### src/rtl/regfile_pkg.sv
// Shared types and constants for the multiport register file.
package regfile_pkg;

  localparam int DEF_WIDTH = 32;
  localparam int DEF_DEPTH = 32;
  localparam int DEF_NREAD = 2;

  // Clear sequencer states.
  typedef enum logic {
    IDLE  = 1'b0,
    SWEEP = 1'b1
  } clr_state_t;

  // Bit offset of port p's field inside a packed bus of w-bit fields.
  function automatic int port_lsb(input int p, input int w);
    return p * w;
  endfunction

endpackage

### src/rtl/regfile_clear_seq.sv
// Clear sequencer: walks the array one entry per cycle, exposes Busy,
// gates writes while sweeping and flags rejected writes.
module regfile_clear_seq
  import regfile_pkg::*;
#(
  parameter int DEPTH    = DEF_DEPTH,
  parameter int ZERO_REG = 1,
  localparam int ADDR_W  = $clog2(DEPTH)
) (
  input  logic              Clk,
  input  logic              Reset,
  input  logic              i_clear_req,
  input  logic              i_reg_write,
  output logic              o_busy,
  output logic              o_write_dropped,
  output logic              o_clr_en,
  output logic [ADDR_W-1:0] o_clr_idx,
  output logic              o_wr_allow
);

  // Entry 0 is never swept when it is hard-wired to zero.
  localparam logic [ADDR_W:0] FIRST = (ADDR_W+1)'((ZERO_REG != 0) ? 1 : 0);
  localparam logic [ADDR_W:0] LAST  = (ADDR_W+1)'(DEPTH - 1);
  localparam logic [ADDR_W:0] ONE   = (ADDR_W+1)'(1);

  clr_state_t      r_state;
  logic [ADDR_W:0] r_idx;   // one spare bit so the counter never wraps
  logic            r_busy;
  logic            r_wdrop;

  // FSM, index counter and registered status outputs.
  always_ff @(posedge Clk) begin
    if (Reset) begin
      r_state <= IDLE;
      r_idx   <= '0;
      r_busy  <= 1'b0;
      r_wdrop <= 1'b0;
    end else begin
      r_wdrop <= (r_state == SWEEP) && i_reg_write;
      case (r_state)
        IDLE: begin
          if (i_clear_req) begin
            r_state <= SWEEP;
            r_idx   <= FIRST;
            r_busy  <= 1'b1;
          end
        end
        SWEEP: begin
          // Further clear requests are ignored; the sweep never restarts.
          if (r_idx == LAST) begin
            r_state <= IDLE;
            r_busy  <= 1'b0;
          end else begin
            r_idx <= r_idx + ONE;
          end
        end
        default: begin
          r_state <= IDLE;
          r_busy  <= 1'b0;
        end
      endcase
    end
  end

  assign o_busy          = r_busy;
  assign o_write_dropped = r_wdrop;
  assign o_clr_en        = (r_state == SWEEP);
  assign o_clr_idx       = r_idx[ADDR_W-1:0];
  assign o_wr_allow      = (r_state == IDLE);

endmodule

### src/rtl/regfile_multiport.sv
// Parametrised register file: NREAD combinational read ports, one write
// port, optional write-to-read bypass, optional hard-wired zero register
// and a runtime clear sweep.
module regfile_multiport
  import regfile_pkg::*;
#(
  parameter int WIDTH    = DEF_WIDTH,
  parameter int DEPTH    = DEF_DEPTH,
  parameter int NREAD    = DEF_NREAD,
  parameter int ZERO_REG = 1,
  parameter int BYPASS   = 0,
  localparam int ADDR_W  = $clog2(DEPTH)
) (
  input  logic                    Clk,
  input  logic                    Reset,
  input  logic                    RegWrite,
  input  logic [ADDR_W-1:0]       WriteRegister,
  input  logic [WIDTH-1:0]        WriteData,
  input  logic [NREAD*ADDR_W-1:0] ReadRegister,
  output logic [NREAD*WIDTH-1:0]  ReadData,
  input  logic                    ClearReq,
  output logic                    Busy,
  output logic                    WriteDropped
);

  localparam bit ZR = (ZERO_REG != 0);
  localparam bit BP = (BYPASS != 0);

  logic [WIDTH-1:0] r_mem [DEPTH];

  logic              w_clr_en;
  logic [ADDR_W-1:0] w_clr_idx;
  logic              w_wr_allow;
  logic              w_wr_en;

  regfile_clear_seq #(
    .DEPTH    (DEPTH),
    .ZERO_REG (ZERO_REG)
  ) u_clr (
    .Clk             (Clk),
    .Reset           (Reset),
    .i_clear_req     (ClearReq),
    .i_reg_write     (RegWrite),
    .o_busy          (Busy),
    .o_write_dropped (WriteDropped),
    .o_clr_en        (w_clr_en),
    .o_clr_idx       (w_clr_idx),
    .o_wr_allow      (w_wr_allow)
  );

  // A write to the hard-wired zero register is discarded silently.
  assign w_wr_en = RegWrite && w_wr_allow && !(ZR && (WriteRegister == '0));

  // Storage: reset, sweep clear, or single-entry write.
  always_ff @(posedge Clk) begin
    if (Reset) begin
      for (int i = 0; i < DEPTH; i++) r_mem[i] <= '0;
    end else if (w_clr_en) begin
      r_mem[w_clr_idx] <= '0;
    end else if (w_wr_en) begin
      r_mem[WriteRegister] <= WriteData;
    end
  end

  // Independent combinational read muxes, each with its own bypass check.
  for (genvar p = 0; p < NREAD; p++) begin : g_rd
    localparam int AL = port_lsb(p, ADDR_W);
    localparam int DL = port_lsb(p, WIDTH);

    logic [ADDR_W-1:0] w_raddr;
    logic              w_zero;
    logic              w_hit;

    assign w_raddr = ReadRegister[AL +: ADDR_W];
    assign w_zero  = ZR && (w_raddr == '0);
    // w_wr_en is already false during a sweep, which disables bypass there.
    assign w_hit   = BP && w_wr_en && (w_raddr == WriteRegister);
    assign ReadData[DL +: WIDTH] = w_zero ? '0 :
                                   w_hit  ? WriteData : r_mem[w_raddr];
  end

endmodule

### config.mk
export PLATFORM = sky130hd
export DESIGN_NAME = regfile_multiport
export DESIGN_NICKNAME = d
export VERILOG_FILES = /design/src/rtl/regfile_pkg.sv /design/src/rtl/regfile_clear_seq.sv /design/src/rtl/regfile_multiport.sv
export SDC_FILE = /design/constraint.sdc
export NUM_CORES = 2
export LEC_CHECK = 0
export BUFFER_PORTS_ARGS = -buffer_cell sky130_fd_sc_hd__buf_2
export CORE_UTILIZATION = 49
export DETAILED_ROUTE_END_ITERATION = 7
export PLACE_DENSITY = 0.69
export SLEW_MARGIN = 5
export SYNTH_ARGS = -nofsm -noshare
export SYNTH_HDL_FRONTEND = slang
export SYNTH_HIERARCHICAL = 1
export SYNTH_SLANG_ARGS = --single-unit
### constraint.sdc
create_clock -name Clk -period 7.1 [get_ports Clk]
set_input_delay 0.71 -clock Clk [delete_from_list [all_inputs] [get_ports Clk]]
set_output_delay 0.71 -clock Clk [all_outputs]
set_load 0.01 [all_outputs]
==> flow_summary_export.csv <==
group,metric,value,unit
placed_design,portBuffers,116,
drt,totalWireLength,195000,um
synth,synthCells,3711,
sta,hold_ws,0.308,ns
status,status,"finished, final reports clean",
sta,maxSlewViolCount,0,
global_routing,grt_overflow,0,
worst_setup_path,path_max_fanout,69,
synth,synthMuxAreaShare,23.4,%
synth,synth_top_flop_cell,"edfxtp_1",
clocking,cts_resized,0,
finish,nFillCells,8506,
synth,netlist.top_cell.by_area,"edfxtp_1",
synth,synth_top_family_by_area,"multiplexers",
synth,yosysWarnings,6,
finish,final_cell_mix,"edfxtp_1 (1024), nor3_1 (500), mux4_2 (474)",
synth,syn_area_per_cell,14.5,um2
floorplanning,start_util,49.4,%
worst_setup_path,end_kind,"output pin",
synth,seq_area_frac_synth,57.5,%
synth,synth-compound-area-share,4.46,%
global_routing,grt_start_max_net_pins,173,
finish,regArea,30900,um2
synth,synth-xor-area-share,0,%
finish,layout_commonest_cell,"edfxtp_1",
worst_setup_path,required,6.39,ns
synth,async_reset_ff_share,0,%
sta,fin_crit,4.96,ns
sta,hold_viol,0,
synth,synth_fa_ha_area_share,0.0233,%
floorplanning,die-area,111000,um2
global_routing,grt_pass1_vias,37600,
drt,drc,0,
drt,final_antenna_net_count,0,
placed_design,gp_congestion,0.940,
finish,syn2layout_area_growth,11.5,%
worst_setup_path,crit_top_cell,"mux4_2",
synth,synth_area_leaders,"edfxtp_1 (57%), mux4_2 (20%), nor3_1 (4.7%)",
synth,synth_top_area_share,57.2,%
clocking,clk_pin_slew_worst_paths,0.06,ns
clocking,cts_num_sinks,1033,
floorplanning,die_w,333,um
sta,clock.fmax,201,MHz
synth,synth_cell_types,63,
sta,setup_viol,0,
global_routing,grt_pass1_wl,276000,um
drt,drt_iter0_drc,6804,
clocking,cts_buffer_depth,3,
worst_setup_path,cp-start-kind,"input port",
synth,netlist_area,53700,um2
drt,wl_per_cell,37.7,um
sta,rsz0062_at_grt,"no",
drt,vias,39400,
global_routing,antenna_found_initial,25,
pwr,vdd_drop_max,0.000182,V
clocking,cts_tree,"done",
floorplanning,core,109000,um2
worst_setup_path,path_cells,"buf_8 > buf_12 > mux4_2 > mux4_2 > o22ai_1 > nor3_1 > buf_2",
finish,final_util,55.0,%
pwr,total_power,14800,uW
sta,fin_skew,0.0362,ns
clocking,postCtsSetupRepairBufs,0,
drt,viasPerCell,7.60,
worst_setup_path,cpMaxStageDelayCell,"o22ai_1",
clocking,clk_latency,0.72,ns
drt,drt-pass1-iter-count,8,
finish,nNetsFinal,3722,
clocking,cts-root-buf,"clkbuf_16",
clocking,cts_inserted_buffers,108,
job,maxCapViolCount,0,
worst_setup_path,worstPathArrival,4.25,ns
sta,tightest_slew,1.40,ns
clocking,cts_hold_buf,0,
global_routing,track_usage,34.8,%
clocking,cts_max_level,3,
hold_path,hp-class,"in2reg",
placed_design,dp_hpwl,118000,um
pwr,p_leak,0.0190,uW
worst_setup_path,slowest_delay,0.94,ns
synth,synth-simple-area-share,11.3,%
finish,drive_gt1_share,25.7,%
pwr,power_density,246,nW/um2
finish,multi_input_area,21800,um2
sta,min_period_over_period,69.9,%
synth,synth_edf_count,1024,
floorplanning,die_y,333,um
floorplanning,rows,121,
worst_setup_path,critPathKind,"in2out",
sta,tns,0,ns
synth,synth_seq_cells,1033,
floorplanning,io_pins,117,
sta,relSlewSlack,4.55,%
worst max-delay path, delay by kind of cell:
| family | cells | cell delay [ns] |
|---|---|---|
| AND/OR/NAND/NOR | 1 | 0.35 |
| AO/OA/AOI/OAI | 1 | 0.94 |
| multiplexers | 2 | 1.03 |
| buffers and inverters | 3 | 1.16 |
per-stage QoR:
step | cell area [um2] | worst slack [ns] | std cells
finish | 59900 | 2.14 | 5183
global route | 59900 | 2.05 | 5176
CTS | 59900 | 2.27 | 5174
detailed placement | 56300 | 2.28 | 4974
global placement | 56300 | 2.28 | 4974
floorplan | 53900 | 1.14 | 3742
synth_stat cells, types with 3 or more instances:
master     number
dfxtp_1         9
a21o_1          4
a22o_1         50
a22oi_1        17
clkbuf_1      265
o21ai_0        18
a21oi_1        21
edfxtp_1     1024
a211oi_1        7
nor3_1        502
nor2_1        364
o41ai_1         6
nand2b_1        7
o22ai_1       103
nor4_1        198
a31oi_1         4
o31ai_1        15
nand2_1       141
mux2_2         31
buf_1          41
nor2b_1        14
buf_2         102
a2111oi_0      58
nand3_1         4
a221o_1         3
buf_4           9
mux4_2        474
a311oi_1        3
mux2i_1       153
a32o_1          4
inv_1          10
and3_1          7
and2_1          5
a221oi_1        4
cells by family after synthesis:
kind of cell / Yosys count
AO/OA/AOI/OAI: 326
adder cells (fa/ha/maj): 1
buffers and inverters: 428
flip-flops: 1033
multiplexers: 658
other: 1
AND/OR/NAND/NOR: 1264
flip-flops by register name, indices dropped and copies added, names as in the netlist:
name	flops
u_clr/o_clr_en	1
u_clr/o_write_dropped	1
u_clr/r_idx	6
u_clr/o_busy	1
r_mem	1024
path summary, 6_finish.rpt:
check,from,end,slack [ns],cells after the start
setup / recovery,ReadRegister[1],ReadData[6],2.14,7
hold / removal,RegWrite,u_clr/o_write_dropped,0.31,2
setup reg to reg,u_clr/o_clr_en,r_mem[26][7],2.65,6
hold reg to reg,u_clr/o_busy,u_clr/o_busy,0.49,2
area by class of cell:
class | instances | share of cell area, %
clock inverters | 72 | 1.32
multi-input cells | 2281 | 36.4
diodes | 9 | 0.0376
repair buffers | 236 | 2.88
well taps | 1414 | 2.95
flip-flops and latches | 1033 | 51.6
clock buffers | 128 | 4.71
inverters | 10 | 0.0627
layer usage:
layer,up-vias,track usage (%),share of wire (%)
met3,610,13.3,17
met4,18,17.6,5.7
li1,15100,-,-
met1,19800,45.9,34
met5,-,0.130,0.053
met2,3823,50.4,44
report_power, final:
group / leakage (uW) / internal, uW / total, uW / switching [uW]
Sequential: 0.0106 / 6920 / 7050 / 125
Clock: 0.00177 / 3440 / 5900 / 2460
Combinational: 0.00664 / 620 / 1820 / 1200
Power figures use the tool's default switching activity.
